===== src/rtl/memcard_responder.sv =====
// Card-side SD/MMC CMD line responder: samples host command frames, checks CRC7,
// hands the command to the user and serialises a 48-bit response after the Ncr gap.
module memcard_responder #(
    parameter int NCR_CYCLES = 2,
    parameter int NCR_MAX    = 64
) (
    input  logic        sys_clk,
    input  logic        sys_rst_n,
    input  logic        mc_clk,
    input  logic        mc_cmd_i,
    output logic        mc_cmd_o,
    output logic        mc_cmd_oe,
    output logic        cmd_valid,
    output logic [5:0]  cmd_index,
    output logic [31:0] cmd_arg,
    output logic        cmd_err,
    input  logic        rsp_valid,
    input  logic        rsp_none,
    output logic        rsp_ready,
    input  logic [5:0]  rsp_index,
    input  logic [31:0] rsp_arg,
    output logic        rsp_missed,
    output logic        busy
);
    typedef enum logic [2:0] {IDLE, RX, WAIT_RSP, NCR, TX} state_t;

    localparam logic [5:0] NCR_LAST = 6'(NCR_MAX - 1);
    localparam logic [5:0] NCR_MIN  = 6'(NCR_CYCLES);

    // x^7 + x^3 + 1, MSB first
    function automatic logic [6:0] crc7_step(input logic [6:0] crc, input logic b);
        return {crc[5:0], 1'b0} ^ ((b ^ crc[6]) ? 7'h09 : 7'h00);
    endfunction

    logic [1:0]  clk_sync_q, clk_sync_d, cmd_sync_q, cmd_sync_d;
    logic        clk_prev_q, clk_prev_d;
    state_t      state_q, state_d;
    logic [5:0]  bitcnt_q, bitcnt_d, ncr_cnt_q, ncr_cnt_d;
    logic [47:0] shift_q, shift_d;
    logic [6:0]  crc_q, crc_d;
    logic        cmd_o_q, cmd_o_d, cmd_oe_q, cmd_oe_d;
    logic        cmd_valid_q, cmd_valid_d, cmd_err_q, cmd_err_d;
    logic [5:0]  cmd_index_q, cmd_index_d;
    logic [31:0] cmd_arg_q, cmd_arg_d;
    logic        rsp_missed_q, rsp_missed_d, rsp_ready_q, rsp_ready_d, busy_q, busy_d;
    logic        rise, fall, bit_in, frame_err;
    logic [47:0] frame;
    logic [5:0]  ncr_inc;

    assign rise      = clk_sync_q[1] & ~clk_prev_q;
    assign fall      = ~clk_sync_q[1] & clk_prev_q;
    assign bit_in    = cmd_sync_q[1];
    assign frame     = {shift_q[46:0], bit_in};
    assign frame_err = ~frame[46] | (frame[7:1] != crc_q) | ~frame[0];
    assign ncr_inc   = (ncr_cnt_q == 6'd63) ? ncr_cnt_q : ncr_cnt_q + 6'd1;

    always_comb begin
        clk_sync_d   = {clk_sync_q[0], mc_clk};
        cmd_sync_d   = {cmd_sync_q[0], mc_cmd_i};
        clk_prev_d   = clk_sync_q[1];
        state_d      = state_q;
        bitcnt_d     = bitcnt_q;
        ncr_cnt_d    = ncr_cnt_q;
        shift_d      = shift_q;
        crc_d        = crc_q;
        cmd_o_d      = cmd_o_q;
        cmd_oe_d     = cmd_oe_q;
        cmd_valid_d  = 1'b0;
        cmd_err_d    = cmd_err_q;
        cmd_index_d  = cmd_index_q;
        cmd_arg_d    = cmd_arg_q;
        rsp_missed_d = 1'b0;
        case (state_q)
            IDLE: if (rise && !bit_in) begin
                state_d  = RX;
                bitcnt_d = 6'd1;
                shift_d  = '0;
                crc_d    = crc7_step(7'd0, bit_in);
            end
            RX: if (rise) begin
                shift_d  = frame;
                bitcnt_d = bitcnt_q + 6'd1;
                if (bitcnt_q < 6'd40) crc_d = crc7_step(crc_q, bit_in);
                if (bitcnt_q == 6'd47) begin
                    cmd_valid_d = 1'b1;
                    cmd_err_d   = frame_err;
                    cmd_index_d = frame[45:40];
                    cmd_arg_d   = frame[39:8];
                    bitcnt_d    = '0;
                    ncr_cnt_d   = '0;
                    state_d     = frame_err ? IDLE : WAIT_RSP;
                end
            end
            WAIT_RSP: begin
                if (rise) ncr_cnt_d = ncr_inc;
                // a response offered on the timeout edge still wins
                if (rsp_valid && rsp_none) begin
                    state_d = IDLE;
                end else if (rsp_valid) begin
                    shift_d = {2'b00, rsp_index, rsp_arg, 8'h00};
                    state_d = NCR;
                end else if (rise && ncr_cnt_q == NCR_LAST) begin
                    rsp_missed_d = 1'b1;
                    state_d      = IDLE;
                end
            end
            NCR: begin
                if (rise) ncr_cnt_d = ncr_inc;
                if (fall && ncr_cnt_q >= NCR_MIN) begin
                    state_d  = TX;
                    cmd_oe_d = 1'b1;
                    cmd_o_d  = shift_q[47];
                    crc_d    = crc7_step(7'd0, shift_q[47]);
                    shift_d  = {shift_q[46:0], 1'b0};
                    bitcnt_d = 6'd1;
                end
            end
            TX: if (fall) begin
                bitcnt_d = bitcnt_q + 6'd1;
                if (bitcnt_q < 6'd40) begin
                    cmd_o_d = shift_q[47];
                    crc_d   = crc7_step(crc_q, shift_q[47]);
                    shift_d = {shift_q[46:0], 1'b0};
                end else if (bitcnt_q < 6'd47) begin
                    cmd_o_d = crc_q[6];
                    crc_d   = {crc_q[5:0], 1'b0};
                end else if (bitcnt_q == 6'd47) begin
                    cmd_o_d = 1'b1;
                end else begin
                    cmd_oe_d = 1'b0;
                    cmd_o_d  = 1'b1;
                    bitcnt_d = '0;
                    state_d  = IDLE;
                end
            end
            default: state_d = IDLE;
        endcase
        rsp_ready_d = (state_d == WAIT_RSP);
        busy_d      = (state_d != IDLE);
    end

    // CMD sync resets high so a reset never manufactures a start bit
    always_ff @(posedge sys_clk or negedge sys_rst_n) begin
        if (!sys_rst_n) begin
            clk_sync_q   <= 2'b00;
            cmd_sync_q   <= 2'b11;
            clk_prev_q   <= 1'b0;
            state_q      <= IDLE;
            bitcnt_q     <= '0;
            ncr_cnt_q    <= '0;
            shift_q      <= '0;
            crc_q        <= '0;
            cmd_o_q      <= 1'b1;
            cmd_oe_q     <= 1'b0;
            cmd_valid_q  <= 1'b0;
            cmd_err_q    <= 1'b0;
            cmd_index_q  <= '0;
            cmd_arg_q    <= '0;
            rsp_missed_q <= 1'b0;
            rsp_ready_q  <= 1'b0;
            busy_q       <= 1'b0;
        end else begin
            clk_sync_q   <= clk_sync_d;
            cmd_sync_q   <= cmd_sync_d;
            clk_prev_q   <= clk_prev_d;
            state_q      <= state_d;
            bitcnt_q     <= bitcnt_d;
            ncr_cnt_q    <= ncr_cnt_d;
            shift_q      <= shift_d;
            crc_q        <= crc_d;
            cmd_o_q      <= cmd_o_d;
            cmd_oe_q     <= cmd_oe_d;
            cmd_valid_q  <= cmd_valid_d;
            cmd_err_q    <= cmd_err_d;
            cmd_index_q  <= cmd_index_d;
            cmd_arg_q    <= cmd_arg_d;
            rsp_missed_q <= rsp_missed_d;
            rsp_ready_q  <= rsp_ready_d;
            busy_q       <= busy_d;
        end
    end

    assign mc_cmd_o   = cmd_o_q;
    assign mc_cmd_oe  = cmd_oe_q;
    assign cmd_valid  = cmd_valid_q;
    assign cmd_err    = cmd_err_q;
    assign cmd_index  = cmd_index_q;
    assign cmd_arg    = cmd_arg_q;
    assign rsp_missed = rsp_missed_q;
    assign rsp_ready  = rsp_ready_q;
    assign busy       = busy_q;
endmodule

===== config.mk =====
export PLATFORM = sky130hd
export DESIGN_NAME = memcard_responder
export DESIGN_NICKNAME = d
export VERILOG_FILES = /design/src/rtl/memcard_responder.sv
export SDC_FILE = /design/constraint.sdc
export NUM_CORES = 1
export LEC_CHECK = 0
export BUFFER_PORTS_ARGS = -buffer_cell sky130_fd_sc_hd__buf_2
export CORE_MARGIN = 8
export CORE_UTILIZATION = 30
export DETAILED_ROUTE_END_ITERATION = 12
export GPL_TIMING_DRIVEN = 0
export PLACE_DENSITY = 0.57
export SLEW_MARGIN = 10
export SYNTH_ARGS = -nofsm -noshare
export SYNTH_HDL_FRONTEND = slang
export SYNTH_SLANG_ARGS = --single-unit

===== constraint.sdc =====
create_clock -name sys_clk -period 4.85 [get_ports sys_clk]
set_input_delay 0.485 -clock sys_clk [delete_from_list [all_inputs] [get_ports sys_clk]]
set_output_delay 0.485 -clock sys_clk [all_outputs]
set_load 0.05 [all_outputs]

Word-level counts from Yosys, hierarchy flattened
Cells that the tools add are included.
{"block": "totals", "register_bits": 120, "input_bits": 44, "output_inout_bits": 45}
{"block": "op_classes", "n_addsub": 2, "order_cmp": 3, "eq_ne": 23, "muxes": 65, "bitwise": 12, "n_reduce_logical": 19}
{"operator": "$mux 48", "count": 7}
{"operator": "$pmux 48 s5", "count": 1}
{"operator": "$mux 6", "count": 12}
{"operator": "$mux 7", "count": 7}
{"operator": "$mux 3", "count": 11}
{"operator": "$pmux 7 s4", "count": 1}
{"operator": "$ne 2x2->1 const B", "count": 13}
{"operator": "$pmux 6 s4", "count": 1}
{"operator": "$mux 1", "count": 16}
{"operator": "$mux 4", "count": 4}
{"operator": "$pmux 3 s5", "count": 1}
{"operator": "$xor 7x4->7", "count": 2}
{"operator": "$add 6x1->6 const B", "count": 2}
{"operator": "$eq 6x6->1 const B", "count": 2}
{"operator": "$lt 6x6->1 const B", "count": 2}
{"operator": "$pmux 6 s2", "count": 1}
{"operator": "$reduce_and 5->1", "count": 2}
{"operator": "$eq 3x2->1 const B", "count": 3}
{"operator": "$reduce_and 8->1", "count": 1}
{"operator": "$ne 7x7->1", "count": 1}
{"operator": "$reduce_and 7->1", "count": 1}
{"operator": "$ge 6x2->1 const B", "count": 1}
{"operator": "$reduce_and 3->1", "count": 2}
{"operator": "$reduce_and 6->1", "count": 1}
{"operator": "18 further kinds", "count": 29}

Depth between registers and ports, before layout
Gate-level depths: netlist (run 1).
{"block": "logic_depth", "word_depth": 8, "mapped_depth": 9, "depth_no_buf": 8}

Worst setup path after synthesis (run 1)
OpenSTA, ideal clock, no wires.
{"block": "synth_path", "path_type": "reg-to-reg", "from": "register ncr_cnt_q[0]", "to": "register shift_q[31]", "arrival_ns": 1.906, "required_ns": 4.725, "slack_ns": 2.819, "path_stages_with_launch": 10, "path_buffers": 2, "cell_sequence": "dfrtp_1 inv_1 ha_1 nor2_1 a211oi_1 or2_4 and4_4 buf_6 buf_6 mux2_2"}
{"block": "synth_via", "elab_chain_cells": 4}
{"element": "from (decl)", "line": "38", "text": "logic [5:0] bitcnt_q, bitcnt_d, ncr_cnt_q, ncr_cnt_d;"}
{"element": "from (signal assigned)", "line": "168", "text": "ncr_cnt_q <= ncr_cnt_d;"}
{"element": "$ge 6x2->1", "line": "109", "text": "if (fall && ncr_cnt_q >= NCR_MIN) begin"}
{"element": "$logic_and 1x1->1", "line": "109"}
{"element": "$ne 2x2->1 (no source line)"}
{"element": "$reduce_and 8->1 (no source line)"}
{"element": "to (signal assigned)", "line": "169", "text": "shift_q <= shift_d;"}
{"element": "to (decl)", "line": "39", "text": "logic [47:0] shift_q, shift_d;"}
Every way passes these cells.
A chain may end at the register's enable or synchronous reset.

Worst setup path in the final report (run 1)
{"block": "layout_path", "from": "register ncr_cnt_q[0]", "to": "register shift_q[36]"}
Same word-level chain as after synthesis.

==> results_dict.tcl, run 1 <==
set metrics [dict create \
    fin_crit_sh_pct 48.1 \
    critPathRequiredTime_ns 5.15 \
    crit_start "ncr_cnt_q[0]" \
    via_per_inst 4.79 \
    grt_pass1_vias 4449 \
    num_vias 4276 \
    initial_core_util_pct 30.3 \
    ys_types 57 \
    grt_usage_pct 12.8 \
    clock.fmax_mhz 429 \
    synthArstFlopShare_pct 100 \
    hold_violations 0 \
    seqPwrFrac_pct 42.7 \
    final_max_slew_viol_count 0 \
    drtIter0Drc 278 \
    cp_top_family "simple AND/OR/NAND/NOR gates" \
    max_stage_delay_ns 0.40 \
    worstSetupPathType "flip-flop to flip-flop" \
    drc 0 \
    regToRegSetupSlack_ns 2.52 \
    drive_gt1_share_pct 29.6 \
    grt_setup_unrepaired "false" \
    num_rows 50 \
    synth_nets 584 \
    syn2layout_area_growth_pct 24.2 \
    tightest_slew_ns 0.734 \
    power_mw 3.44 \
    cts.sinks 120 \
    yosysTopAreaCell "dfrtp_1" \
    tritoncts "built" \
    r2r-end "shift_q[36]" \
    grt_max_degree 83 \
    cp_slowest_cell "dfrtp_1" \
    drt_first_pass_iters 4 \
    syn_avg_cell_area_sq_um 10.5 \
    cts.reportedPaths.clkPinSlew_ns 0.05 \
    status "completed" \
    grt_antenna_before_repair 0 \
    place_area_sq_um 6390 \
    core-area_sq_um 18600 \
    die-area_sq_um 23400 \
    setup_tns_ns 0 \
    totalWireLength_um 14300 \
    relSlewSlack_pct 50.8 \
    power.density_nw_per_um2 492 \
    gp_congestion 0.806 \
    grt_pass1_wl_um 23900 \
    setup_viol 0 \
    synth_top_area_share_pct 52.0 \
    die_h_um 153 \
    cts-resized-gates 0 \
    crit_cells 9 \
    leakagePower_nw 3.58 \
    dp_hpwl_um 10400 \
    critPathArrivalTime_ns 2.63 \
    synthCells 537 \
    ios 89 \
    cp_cell_sequence "inv_1 > ha_1 > nor2_1 > a211oi_1 > or2_4 > and4_4 > buf_6 > buf_6 > mux2_2" \
    mappedNetlistArea_sq_um 5630 \
    fin_skew_ns 0.00793 \
    drv_cap 0 \
    r2r_start "ncr_cnt_q[0]" \
    combPwrFrac_pct 21.1 \
    crit_buf_inv 3 \
    synth_ff_type "dfrtp_1" \
    internal-power_mw 2.47 \
    fin_crit_ns 2.33 \
    ys_warn_count 0 \
    wire_per_inst_um 16.0 \
    numPortBuffers 88 \
    synth-seq-cells 120 \
    synth_edf_count 0 \
    seq_area_frac_synth_pct 53.4 \
    switchingPower_mw 0.971 \
    power_frac_clock_pct 36.2 \
    overflow 0 \
    cp-end-kind "flip-flop" \
    start_kind "flip-flop" \
    vdd_ir_drop_max_mv 0.257 \
    clk_latency_ns 0.42 \
    cts-buffers-inserted 17 \
    cp-endpoint "shift_q[36]" \
    utilization_pct 37.6 \
    hp-class "primary input to flip-flop" \
    fin_nets 693 \
    cts-root-buf "clkbuf_16" \
    htreeDepth 4 \
    hold_slack_ns 0.166 \
    cts_buffer_depth 2 \
    cp_max_fo 10 \
    yosys-top-cells-area "dfrtp_1 (52%), nand2_1 (9.3%), mux2_2 (9.0%)" \
    cpMostUsedCell "buf_6" \
    die_width_um 153 \
    r2r_cells 9 \
    ant_nets 0 \
    finalInstanceArea_sq_um 6990 \
    diodes 0 \
    swShare_pct 28.3 \
]
worst register-to-register path, cell delays in order (launching register included):
cell      delay, ns
dfrtp_1        0.40
inv_1          0.08
ha_1           0.14
nor2_1         0.07
a211oi_1       0.37
or2_4          0.22
and4_4         0.25
buf_6          0.17
buf_6          0.18
mux2_2         0.35
stage by stage:
stage	std cells	setup WS [ns]
floorplan	537	2.82
global placement	859	1.62
detailed placement	860	2.54
CTS	893	2.50
global route	893	2.29
finish	893	2.52
power groups by stage:
| stage | clock network (mW) | logic [mW] | registers (mW) |
|---|---|---|---|
| floorplan | 0 | 0.556 | 1.45 |
| global placement | 0 | 0.711 | 1.48 |
| detailed placement | 0 | 0.730 | 1.48 |
| CTS | 1.28 | 0.734 | 1.47 |
| global route | 1.32 | 0.811 | 1.51 |
| finish | 1.24 | 0.724 | 1.47 |
final cells by class:
cell class / count / area, sq um
repair buffers: 90 / 484
inverters: 25 / 93.8
fillers: 1847 / 11600
clock buffers: 24 / 492
plain buffers: 29 / 146
clock inverters: 8 / 93.8
well taps: 234 / 293
multi-input cells: 363 / 2380
flip-flops and latches: 120 / 3010
worst min path at each step:
stage / from / end / slack (ns) / depth (start not counted)
floorplan: sys_rst_n / bitcnt_q[0] / 0.19 / 0
global placement: clk_sync_q[0] / clk_sync_q[1] / 0.34 / 0
detailed placement: clk_sync_q[0] / clk_sync_q[1] / 0.34 / 0
CTS: mc_cmd_i / cmd_sync_q[0] / 0.14 / 1
global route: mc_cmd_i / cmd_sync_q[0] / 0.15 / 1
finish: mc_cmd_i / cmd_sync_q[0] / 0.17 / 1
layer usage:
layer / GRT usage (%) / vias up / wire (um)
met5: 0 / - / 0
met1: 16.6 / 2108 / 6870
met4: 4.67 / 0 / 179
li1: - / 2082 / -
met2: 20.1 / 72 / 6740
met3: 3.55 / 14 / 519
synth_stat cells (6+ instances only):
library cell and n:
a21oi_1 14, a22o_1 38, nor3_1 6, inv_1 24, mux2i_1 14, nand3_1 8
nor2_1 12, nand2b_1 6, nand2_1 140, o21ai_0 12, mux2_2 45, clkbuf_1 12
buf_2 9, xor2_1 7, dfrtp_1 117
flip-flops by register name, summed over array words and instances (netlist names), 2 cells and up:
name / flops
cmd_arg: 32
shift_q: 48
crc_q: 7
cmd_sync_q: 2
cmd_index: 6
ncr_cnt_q: 6
clk_sync_q: 2
bitcnt_q: 6
state_q: 3
layout by cell type, fill, tap and decap left out, types with 4 or more instances in the layout:
| cell type | Yosys | final |
|---|---|---|
| nand4_1 | 4 | 4 |
| mux2_2 | 45 | 45 |
| buf_1 | 4 | 4 |
| clkbuf_16 | 0 | 17 |
| nand2_1 | 140 | 140 |
| clkbuf_8 | 0 | 4 |
| dfrtp_1 | 117 | 117 |
| xor2_1 | 7 | 7 |
| clkinv_2 | 0 | 5 |
| nor2_1 | 12 | 12 |
| and3_1 | 4 | 4 |
| nand2b_1 | 6 | 6 |
| xnor2_1 | 4 | 4 |
| a21oi_1 | 14 | 14 |
| o21ai_0 | 12 | 12 |
| a22o_1 | 38 | 38 |
| mux2i_1 | 14 | 14 |
| nand3_1 | 8 | 8 |
| buf_6 | 3 | 4 |
| clkbuf_1 | 12 | 15 |
| inv_1 | 24 | 24 |
| buf_2 | 9 | 96 |
| nor3_1 | 6 | 6 |
cell families after synthesis:
logic type / share of synthesized area, %
AND/OR/NAND/NOR: 16.4
flip-flops: 53.4
AO/OA/AOI/OAI: 12.1
multiplexers: 11.5
buffers and inverters: 4.27
XOR/XNOR: 1.71
adder cells (fa/ha/maj): 0.667
repair_timing:
action / 4_1_cts / 5_1_grt
buffers inserted: 0 / 0
hold buffers: 1 / 0
endpoints found under the hold margin: 35 / 0
endpoints found under the setup margin: 0 / 0
Note: power is estimated with default switching activity, not from simulation.
==> inputs of run 2 (changes only) <==
PLACE_DENSITY = 0.58   (was 0.57)
clock period = 2 ns   (was 4.85 ns; I/O delays follow)
==> results_dict.tcl, run 2 (synthesis gave the netlist of run 1 again) <==
set metrics [dict create \
    initial_core_util_pct 30.3 \
    htreeDepth 4 \
    r2r_start "ncr_cnt_q[4]" \
    power_mw 9.24 \
    cts_buffer_depth 2 \
    finalInstanceArea_sq_um 7640 \
    crit_cells 7 \
    relSlewSlack_pct 67.2 \
    ios 89 \
    grt_usage_pct 12.9 \
    drive_gt1_share_pct 38.3 \
    wire_per_inst_um 16.6 \
    cts-root-buf "clkbuf_16" \
    fin_skew_ns 0.00768 \
    post-place-ws_ns -0.521 \
    cp_cell_sequence "nor4_4 > a211oi_2 > or2_4 > and4_4 > buf_12 > clkbuf_16 > mux2_4" \
    clk_latency_ns 0.42 \
    totalWireLength_um 15300 \
    cp_max_fo 7 \
    cp_top_family "simple AND/OR/NAND/NOR gates" \
    die_width_um 153 \
    die-area_sq_um 23400 \
    tritoncts "built" \
    cp-end-kind "flip-flop" \
    grt_pass1_vias 4487 \
    power.density_nw_per_um2 1210 \
    overflow 0 \
    place_area_sq_um 6400 \
    drv_cap 0 \
    hp-class "primary input to flip-flop" \
    hold_slack_ns 0.137 \
    drc 0 \
    r2r-end "shift_q[36]" \
    ff_latch_area_sq_um 3020 \
    num_rows 50 \
    fin_nets 724 \
    regToRegSetupSlack_ns -0.06 \
    vdd_ir_drop_max_mv 0.707 \
    grt_setup_unrepaired "true" \
    status "finished, violations left" \
    r2r_cells 7 \
    worstSetupPathType "flip-flop to flip-flop" \
    grt_pass1_wl_um 23900 \
    num_vias 4418 \
    crit_buf_inv 2 \
    setup_viol 32 \
    cts.sinks 120 \
    numPortBuffers 88 \
    gp_congestion 0.807 \
    utilization_pct 41.1 \
    hold_violations 0 \
    via_per_inst 4.78 \
    layout_setup_ws_ns -0.0588 \
    fin_crit_ns 2.06 \
    crit_start "ncr_cnt_q[4]" \
    violations "negative setup slack" \
    leakagePower_nw 3.88 \
    critPathRequiredTime_ns 2.30 \
    multi_input_area_sq_um 2580 \
    cts.reportedPaths.clkPinSlew_ns 0.06 \
    hold_path_depth 3 \
    tightest_slew_ns 0.492 \
    layout.cells.most_common "nand2_1" \
    syn2layout_area_growth_pct 35.8 \
    critPathArrivalTime_ns 2.36 \
    die_h_um 153 \
    clock.fmax_mhz 486 \
    n_fill_cell 1793 \
    drtIter0Drc 230 \
    grt_max_degree 88 \
    cp-endpoint "shift_q[36]" \
    diodes 0 \
    largest_reg_flops 48 \
    start_kind "flip-flop" \
    final_max_slew_viol_count 0 \
    top_register "shift_q" \
    layout_common_cells "nand2_1 (140), dfrtp_1 (110), buf_2 (89)" \
    cp_slowest_cell "dfrtp_1" \
    fin_crit_sh_pct 103 \
    drt_first_pass_iters 4 \
    cts-buffers-inserted 17 \
    dp_hpwl_um 10400 \
    core-area_sq_um 18600 \
    ant_nets 0 \
    grt_antenna_before_repair 0 \
    max_stage_delay_ns 0.41 \
]
run 2: changes by cell type in the layout (fill, tap and decap cells not counted), moves of 8 or more:
cell      change
buf_4        +33
clkbuf_1      -8
mux2_4       +16
mux2_2       -16
run 2: worst min path at each step:
stage | start | to
3_5_place_dp | sys_rst_n | bitcnt_q[2]
3_3_place_gp | mc_cmd_i | cmd_sync_q[0]
6_report | rsp_arg[17] | shift_q[25]
5_1_grt | rsp_arg[17] | shift_q[25]
4_1_cts | rsp_arg[17] | shift_q[25]
2_1_floorplan | sys_rst_n | bitcnt_q[0]
run 2: per-layer routing:
layer  GRT usage (%)  part of all wire, %
met5               0                    0
met2            20.1                   47
met3            3.52                  3.6
met4            5.18                  1.4
met1            16.7                   48
run 2: cell type report:
cell class / count / area share, %
Tap cell: 234 / 3.83
Sequential cell: 120 / 39.5
Multi-Input combinational cell: 363 / 33.8
Inverter: 25 / 1.23
Timing Repair Buffer: 124 / 10.4
Clock buffer: 24 / 6.30
Clock inverter: 8 / 2.49
Buffer: 26 / 2.55
run 2: worst reg2reg max path, stage by stage, from the launching register on:
cell       delay (ns)
dfrtp_1          0.41
nor4_4           0.35
a211oi_2         0.13
or2_4            0.25
and4_4           0.21
buf_12           0.15
clkbuf_16        0.16
mux2_4           0.29
run 2: report_power, final:
part	switching [mW]	total, mW	internal, mW
logic	0.864	2.09	1.22
registers	0.579	3.63	3.05
clock network	1.09	3.52	2.43
run 2: what timing repair did:
item                                    CTS  global route
hold buffers                              4             0
setup buffers                            13            17
cloned                                    0             1
hold endpoints to repair                 36             0
resized for setup                        36            57
endpoints found under the setup margin  102            88
pin swaps                                 7            14
run 2: through the flow:
stage	instances	TNS (ns)
after floorplan	537	0
after global placement	859	-133.12
after detailed placement	860	-23.25
after CTS	908	-2.95
after global routing	924	-4.80
final	924	-0.781
